===== config.mk =====
export PLATFORM = sky130hd
export DESIGN_NAME = grid_param_load_ctrl_flat
export DESIGN_NICKNAME = d
export VERILOG_FILES = /design/src/rtl/grid_param_pkg.sv /design/src/rtl/grid_param_load_ctrl_if.sv /design/src/rtl/param_core_sel.sv /design/src/rtl/grid_param_load_ctrl.sv /design/src/flat_wrapper.sv
export SDC_FILE = /design/constraint.sdc
export NUM_CORES = 1
export LEC_CHECK = 0
export BUFFER_PORTS_ARGS = -buffer_cell sky130_fd_sc_hd__buf_2
export CAP_MARGIN = 20
export CORE_AREA = 2 2 306 308
export DETAILED_ROUTE_END_ITERATION = 10
export DIE_AREA = 0 0 308 310
export SYNTH_ARGS = -nofsm -noshare
export SYNTH_HDL_FRONTEND = slang
export SYNTH_SLANG_ARGS = --single-unit
export TNS_END_PERCENT = 5

===== constraint.sdc =====
create_clock -name clk -period 1.7 [get_ports clk]
set_input_delay 0.34 -clock clk [delete_from_list [all_inputs] [get_ports clk]]
set_output_delay 0.34 -clock clk [all_outputs]
set_load 0.02 [all_outputs]

===== src/rtl/grid_param_pkg.sv =====
// rtl/grid_param_pkg.sv - shared types and sizes for the grid parameter loader
package grid_param_pkg;

  localparam int DATA_W          = 368;
  localparam int ROWS            = 256;
  localparam int ADDR_W          = $clog2(ROWS);
  localparam int IDX_W           = 3;
  localparam int SLICES          = DATA_W / 16;
  localparam int DEF_NUM_CORES   = 6;
  localparam int DEF_OUTPUT_CORE = 5;

  typedef enum logic [1:0] {
    ST_IDLE,
    ST_LOAD,
    ST_ADVANCE,
    ST_DONE
  } load_state_e;

  function automatic logic [15:0] row_xor16(input logic [DATA_W-1:0] row);
    logic [15:0] x;
    x = '0;
    for (int i = 0; i < SLICES; i++) begin
      x ^= row[i*16 +: 16];
    end
    return x;
  endfunction

endpackage


===== src/rtl/grid_param_load_ctrl_if.sv =====
// rtl/grid_param_load_ctrl_if.sv - row stream, command and per-core parameter bus
interface grid_param_load_ctrl_if
  import grid_param_pkg::*;
#(
  parameter int NUM_CORES = DEF_NUM_CORES
) ();

  logic                 start;
  logic                 abort;
  logic                 s_valid;
  logic                 s_ready;
  logic [DATA_W-1:0]    s_data;
  logic [NUM_CORES-1:0] param_wen;
  logic [ADDR_W-1:0]    param_address;
  logic [DATA_W-1:0]    param_data;
  logic [IDX_W-1:0]     core_idx;
  logic                 busy;
  logic                 done;
  logic                 error;
  logic [15:0]          checksum;

  modport master (
    output start, abort, s_valid, s_data,
    input  s_ready, param_wen, param_address, param_data,
    input  core_idx, busy, done, error, checksum
  );

  modport slave (
    input  start, abort, s_valid, s_data,
    output s_ready, param_wen, param_address, param_data,
    output core_idx, busy, done, error, checksum
  );

endinterface


===== src/rtl/param_core_sel.sv =====
// rtl/param_core_sel.sv - next-core step (skipping the output bus slot) and one-hot decode
module param_core_sel
  import grid_param_pkg::*;
#(
  parameter int NUM_CORES   = DEF_NUM_CORES,
  parameter int OUTPUT_CORE = DEF_OUTPUT_CORE
) (
  input  logic [IDX_W-1:0]     core_idx_i,
  output logic [IDX_W-1:0]     next_idx_o,
  output logic                 next_last_o,
  output logic [NUM_CORES-1:0] onehot_o
);

  logic [IDX_W:0] step;
  logic [IDX_W:0] sum;

  always_comb begin
    step = {1'b0, core_idx_i} + (IDX_W+1)'(1);
    sum  = step;
    if (step == (IDX_W+1)'(OUTPUT_CORE)) begin
      sum = step + (IDX_W+1)'(1);
    end
    next_idx_o  = sum[IDX_W-1:0];
    next_last_o = (sum >= (IDX_W+1)'(NUM_CORES));
    // The output-bus slot is excluded so its enable can never fire.
    onehot_o = '0;
    for (int i = 0; i < NUM_CORES; i++) begin
      if ((core_idx_i == IDX_W'(i)) && (i != OUTPUT_CORE)) begin
        onehot_o[i] = 1'b1;
      end
    end
  end

endmodule


===== src/rtl/grid_param_load_ctrl.sv =====
// rtl/grid_param_load_ctrl.sv - streams parameter rows into grid cores; PARAM_LOAD_CHECKSUM_EN adds a row checksum
module grid_param_load_ctrl
  import grid_param_pkg::*;
#(
  parameter int NUM_CORES   = DEF_NUM_CORES,
  parameter int OUTPUT_CORE = DEF_OUTPUT_CORE
) (
  input  logic                   clk,
  input  logic                   reset,
  grid_param_load_ctrl_if.slave  bus
);

  localparam logic [IDX_W-1:0] FIRST_CORE = (OUTPUT_CORE == 0) ? IDX_W'(1) : IDX_W'(0);
  localparam logic [ADDR_W:0]  LAST_ROW   = (ADDR_W+1)'(ROWS - 1);

  load_state_e          state_q;
  logic                 s_ready_q;
  logic [NUM_CORES-1:0] param_wen_q;
  logic [ADDR_W-1:0]    param_address_q;
  logic [DATA_W-1:0]    param_data_q;
  logic [IDX_W-1:0]     core_idx_q;
  logic [ADDR_W:0]      row_q;
  logic                 busy_q;
  logic                 done_q;
  logic                 error_q;

  logic [IDX_W-1:0]     next_idx;
  logic                 next_last;
  logic [NUM_CORES-1:0] core_onehot;
  logic                 accept;
  logic                 start_take;

  param_core_sel #(
    .NUM_CORES   (NUM_CORES),
    .OUTPUT_CORE (OUTPUT_CORE)
  ) u_core_sel (
    .core_idx_i  (core_idx_q),
    .next_idx_o  (next_idx),
    .next_last_o (next_last),
    .onehot_o    (core_onehot)
  );

  // s_ready_q is high exactly while in LOAD, so accept implies LOAD.
  assign accept     = bus.s_valid && s_ready_q && !bus.abort;
  assign start_take = (state_q == ST_IDLE) && bus.start && !bus.abort;

  always_ff @(posedge clk) begin
    if (reset) begin
      state_q         <= ST_IDLE;
      s_ready_q       <= 1'b0;
      param_wen_q     <= '0;
      param_address_q <= '0;
      param_data_q    <= '0;
      core_idx_q      <= '0;
      row_q           <= '0;
      busy_q          <= 1'b0;
      done_q          <= 1'b0;
      error_q         <= 1'b0;
    end else begin
      param_wen_q <= '0;
      if (bus.s_valid && (state_q != ST_LOAD)) begin
        error_q <= 1'b1;
      end
      case (state_q)
        ST_IDLE: begin
          if (start_take) begin
            state_q    <= ST_LOAD;
            core_idx_q <= FIRST_CORE;
            row_q      <= '0;
            done_q     <= 1'b0;
            error_q    <= 1'b0;
            busy_q     <= 1'b1;
            s_ready_q  <= 1'b1;
          end
        end
        ST_LOAD: begin
          if (bus.abort) begin
            state_q   <= ST_IDLE;
            s_ready_q <= 1'b0;
            busy_q    <= 1'b0;
            error_q   <= 1'b1;
          end else if (accept) begin
            param_wen_q     <= core_onehot;
            param_address_q <= row_q[ADDR_W-1:0];
            param_data_q    <= bus.s_data;
            row_q           <= row_q + (ADDR_W+1)'(1);
            if (row_q == LAST_ROW) begin
              state_q   <= ST_ADVANCE;
              s_ready_q <= 1'b0;
            end
          end
        end
        ST_ADVANCE: begin
          if (bus.abort) begin
            state_q <= ST_IDLE;
            busy_q  <= 1'b0;
            error_q <= 1'b1;
          end else begin
            core_idx_q <= next_idx;
            row_q      <= '0;
            if (next_last) begin
              state_q <= ST_DONE;
              busy_q  <= 1'b0;
              done_q  <= 1'b1;
            end else begin
              state_q   <= ST_LOAD;
              s_ready_q <= 1'b1;
            end
          end
        end
        ST_DONE: begin
          state_q <= ST_IDLE;
        end
        default: begin
          state_q <= ST_IDLE;
        end
      endcase
    end
  end

`ifdef PARAM_LOAD_CHECKSUM_EN
  logic [15:0] checksum_q;

  always_ff @(posedge clk) begin
    if (reset) begin
      checksum_q <= '0;
    end else if (start_take) begin
      checksum_q <= '0;
    end else if (accept) begin
      checksum_q <= checksum_q + row_xor16(bus.s_data);
    end
  end

  assign bus.checksum = checksum_q;
`else
  assign bus.checksum = '0;
`endif

  assign bus.s_ready       = s_ready_q;
  assign bus.param_wen     = param_wen_q;
  assign bus.param_address = param_address_q;
  assign bus.param_data    = param_data_q;
  assign bus.core_idx      = core_idx_q;
  assign bus.busy          = busy_q;
  assign bus.done          = done_q;
  assign bus.error         = error_q;

endmodule


===== src/flat_wrapper.sv =====
// flat-port wrapper written by rule: the top's interface ports become plain ports
module grid_param_load_ctrl_flat import grid_param_pkg::*;
#(
  parameter int NUM_CORES   = DEF_NUM_CORES,
  parameter int OUTPUT_CORE = DEF_OUTPUT_CORE
)
  (clk, reset, bus_start, bus_abort, bus_s_valid, bus_s_data, bus_s_ready, bus_param_wen, bus_param_address, bus_param_data, bus_core_idx, bus_busy, bus_done, bus_error, bus_checksum);
  grid_param_load_ctrl_if #(.NUM_CORES(NUM_CORES)) bus_i ();
  input  logic clk;
  input  logic reset;
  input wire logic [$bits(bus_i.start)-1:0] bus_start;
  input wire logic [$bits(bus_i.abort)-1:0] bus_abort;
  input wire logic [$bits(bus_i.s_valid)-1:0] bus_s_valid;
  input wire logic [$bits(bus_i.s_data)-1:0] bus_s_data;
  output wire logic [$bits(bus_i.s_ready)-1:0] bus_s_ready;
  output wire logic [$bits(bus_i.param_wen)-1:0] bus_param_wen;
  output wire logic [$bits(bus_i.param_address)-1:0] bus_param_address;
  output wire logic [$bits(bus_i.param_data)-1:0] bus_param_data;
  output wire logic [$bits(bus_i.core_idx)-1:0] bus_core_idx;
  output wire logic [$bits(bus_i.busy)-1:0] bus_busy;
  output wire logic [$bits(bus_i.done)-1:0] bus_done;
  output wire logic [$bits(bus_i.error)-1:0] bus_error;
  output wire logic [$bits(bus_i.checksum)-1:0] bus_checksum;
  assign bus_i.start = bus_start;
  assign bus_i.abort = bus_abort;
  assign bus_i.s_valid = bus_s_valid;
  assign bus_i.s_data = bus_s_data;
  assign bus_s_ready = bus_i.s_ready;
  assign bus_param_wen = bus_i.param_wen;
  assign bus_param_address = bus_i.param_address;
  assign bus_param_data = bus_i.param_data;
  assign bus_core_idx = bus_i.core_idx;
  assign bus_busy = bus_i.busy;
  assign bus_done = bus_i.done;
  assign bus_error = bus_i.error;
  assign bus_checksum = bus_i.checksum;
  grid_param_load_ctrl #(.NUM_CORES(NUM_CORES), .OUTPUT_CORE(OUTPUT_CORE)) u_core (.clk(clk), .reset(reset), .bus(bus_i));
endmodule

==> qor.csv <==
metric,value,unit
first_pass_iters,6,
outcome,"finished, final reports clean",
worstHoldStart,bus_s_data[334],
cp-end-kind,register,
dp_hpwl,45370,um
cts.path.max_buffers,3,
wire_per_inst,15.85,um
grt_max_degree,61,
io_buffers,760,
clkLatencyLatePin,0.59,ns
ys.flop_type,dfxtp_1,
fin_area,26350,um^2
start_util,15.32,%
avgSynthCellArea,7.864,um^2
multi_input_area,5921,um^2
hold_viol,0,
cts_buffers,47,
synthCells,1802,
dieArea,95480,um^2
final_antenna_net_count,0,
viasPerCell,3.960,
cp_data_arrival_time,2.19,ns
max_cap_violations,0,
crit_chain,"inv_2, ha_4, inv_2, nor3_4, buf_6, buf_12, clkbuf_16, buf_6, nand2_1, a21oi_1",
setup_tns,0,ns
max_freq,0.5949,GHz
crit_type,reg2reg,
rsz0062_at_grt,true,
totalWireLength,67020,um
worstSetupStartpoint,u_core.state_q[1]$_SDFFE_PP0P_,
place_area,20300,um^2
peakVddDrop,0.6063,mV
ys_types,39,
drive_above_1_share,36.50,%
cts_tree,built,
ys.warnings.count,0,
antenna_found_initial,3,
path_max_fanout,7,
fin_crit_sh,98.88,%
critPathMaxStageDelay,0.32,ns
cp-start-kind,register,
critical_path_required,2.21,ns
drt_iter0_drc,1226,
synthArstFlopShare,0,%
skew,0.01280,ns
routed-via-count,16740,
gp_congestion,0.8394,
ff_latch_area,8005,um^2
track_usage,12.41,%
syn_area,14170,um^2
cts.sinks,399,
finalMaxSlewViolations,0,
worstHoldPathType,in2reg,
ios,778,
period_needed,1.681,ns
grt_overflow_total,0,
reg2reg_from,u_core.state_q[1]$_SDFFE_PP0P_,
fill_cells,9701,
setup_viol,0,
grt_pass1_vias,15990,
grt_pass1_wl,91430,um
syn_to_final_growth,85.91,%
htreeDepth,2,
nets,3383,
cts-root-buf,clkbuf_16,
path_clk_slew,0.06,ns
p_leak,11.31,nW
synth_edf_count,0,
fp.dieH,310,um
drc,0,
slowest_stage,dfxtp_2,
core,92490,um^2
die_x,308,um
antenna_cells,0,
rows,112,
synth_seq_cells,399,
power_density,854.2,nW/um^2
ys_seq_area_share,56.37,%
[registers in the layout, summed over array words and instances (netlist names)]
name,flops
u_core.bus.param_data,368
u_core.row_q,9
u_core.bus.param_address,8
u_core.bus.param_wen,5
u_core.bus.core_idx,3
u_core.state_q,2
u_core.bus.busy,1
u_core.bus.done,1
u_core.bus.error,1
u_core.bus.s_ready,1
[final timing paths]
kind | depth (start not counted) | slack [ns] | endpoint
worst min-delay path | 3 | 0.07 | u_core.bus.param_data[334]$_SDFFE_PP0P_
worst max-delay path | 10 | 0.02 | u_core.bus.param_data[159]$_SDFFE_PP0P_
worst min register to register | 2 | 0.45 | u_core.bus.param_data[280]$_SDFFE_PP0P_
worst max register to register | 10 | 0.02 | u_core.bus.param_data[159]$_SDFFE_PP0P_
[power by group]
part | internal, mW | switching (mW)
Clock | 6.43 | 4.09
Combinational | 1.29 | 1.15
Sequential | 9.48 | 0.0731
[cell families (layout without fill, tap and decap cells)]
logic type / after synthesis / in the layout / share of synthesized area, %
adders and majority gates: 12 / 12 / 1.059
AOI/OAI and AO/OA: 408 / 408 / 14.70
muxes: 2 / 2 / 0.1589
xor gates and xnor gates: 6 / 6 / 0.3708
and+or+nand+nor: 816 / 816 / 22.17
DFF: 399 / 399 / 56.37
other: 1 / 17 / 0.02646
buffers and inverters: 158 / 1370 / 5.147
[Yosys cell counts (2+ instances only)]
master	n	area share, %
buf_4	17	0.90
mux2_2	2	0.16
nor3_1	3	0.11
a21oi_1	388	14
nand3_1	11	0.39
o21ai_0	6	0.21
nor4_1	2	0.088
a21o_1	2	0.11
and2_1	2	0.088
nand2b_1	2	0.088
inv_1	13	0.34
nor3b_1	2	0.11
ha_1	12	1.1
nor2_1	17	0.45
xor2_1	4	0.25
a32oi_1	2	0.12
xnor2_1	2	0.12
buf_2	58	2.0
and3_1	2	0.088
dfxtp_1	399	56
nand2_1	764	20
nor2b_1	5	0.22
nand4_1	2	0.088
clkbuf_1	70	1.9
[repair_timing]
action,4_1_cts,5_1_grt
cloned,4,11
hold endpoints to repair,347,0
resized for setup,22,128
pin swaps,3,14
endpoints found under the setup margin,264,362
buffers inserted,3,6
hold buffers,347,0
[layout by cell type, fill, tap and decap left out, types with 3 or more instances in the layout]
| master | instances |
|---|---|
| dfxtp_1 | 391 |
| clkinv_2 | 3 |
| o21ai_0 | 3 |
| buf_16 | 9 |
| clkbuf_16 | 57 |
| inv_1 | 11 |
| a21oi_2 | 53 |
| buf_4 | 103 |
| conb_1 | 17 |
| nand2_2 | 11 |
| ha_4 | 3 |
| nand2_4 | 3 |
| o21ai_1 | 4 |
| dfxtp_4 | 3 |
| ha_2 | 7 |
| a21oi_1 | 335 |
| buf_6 | 21 |
| buf_8 | 6 |
| clkbuf_1 | 11 |
| nor2_1 | 16 |
| clkbuf_8 | 10 |
| nand3_1 | 6 |
| buf_12 | 23 |
| nand3_2 | 4 |
| nor2b_1 | 3 |
| clkinvlp_4 | 3 |
| buf_2 | 759 |
| nand2_1 | 750 |
| xor2_1 | 4 |
| dfxtp_2 | 5 |
| dlygate4sd3_1 | 347 |
| bufinv_16 | 5 |
[area by class of cell]
class,instances,share of cell area (%)
Timing Repair Buffer,1276,35.23
Sequential cell,399,30.39
Multi-Input combinational cell,1261,22.47
Tap cell,1197,5.685
Clock buffer,70,5.333
Clock inverter,11,0.7124
Inverter,13,0.1852
[critical path: cells and delay by family, from the launching register on]
family / cells / cell delay (ns)
flip-flops: 1 / 0.32
buffers and inverters: 6 / 0.78
AO/OA/AOI/OAI: 1 / 0.13
adder cells (fa/ha/maj): 1 / 0.14
AND/OR/NAND/NOR: 2 / 0.21
[per-layer routing]
layer,vias up,global-route usage (%),wire length [um]
li1,8170,-,-
met1,7727,14.52,27530
met2,717,20.84,31420
met3,124,4.066,5820
met4,0,5.128,2239
met5,-,0,0
[per-stage QoR]
step / util (%) / hold slack (ns) / power, mW / setup WS, ns / instances
after detailed placement: 21.95 / 0.4426 / 11.40 / -0.1292 / 3775
after global routing: 28.48 / 0.02324 / 23.34 / -0.07485 / 4227
after floorplan: - / 0.4319 / 10.45 / -0.04978 / 1818
after CTS: 27.69 / 0.0004556 / 22.70 / -0.03749 / 4210
final: 28.48 / 0.07046 / 22.50 / 0.01904 / 4227
after global placement: 21.95 / 0.4378 / 11.39 / -0.07484 / 3775
(Power assumes the default switching activity.)
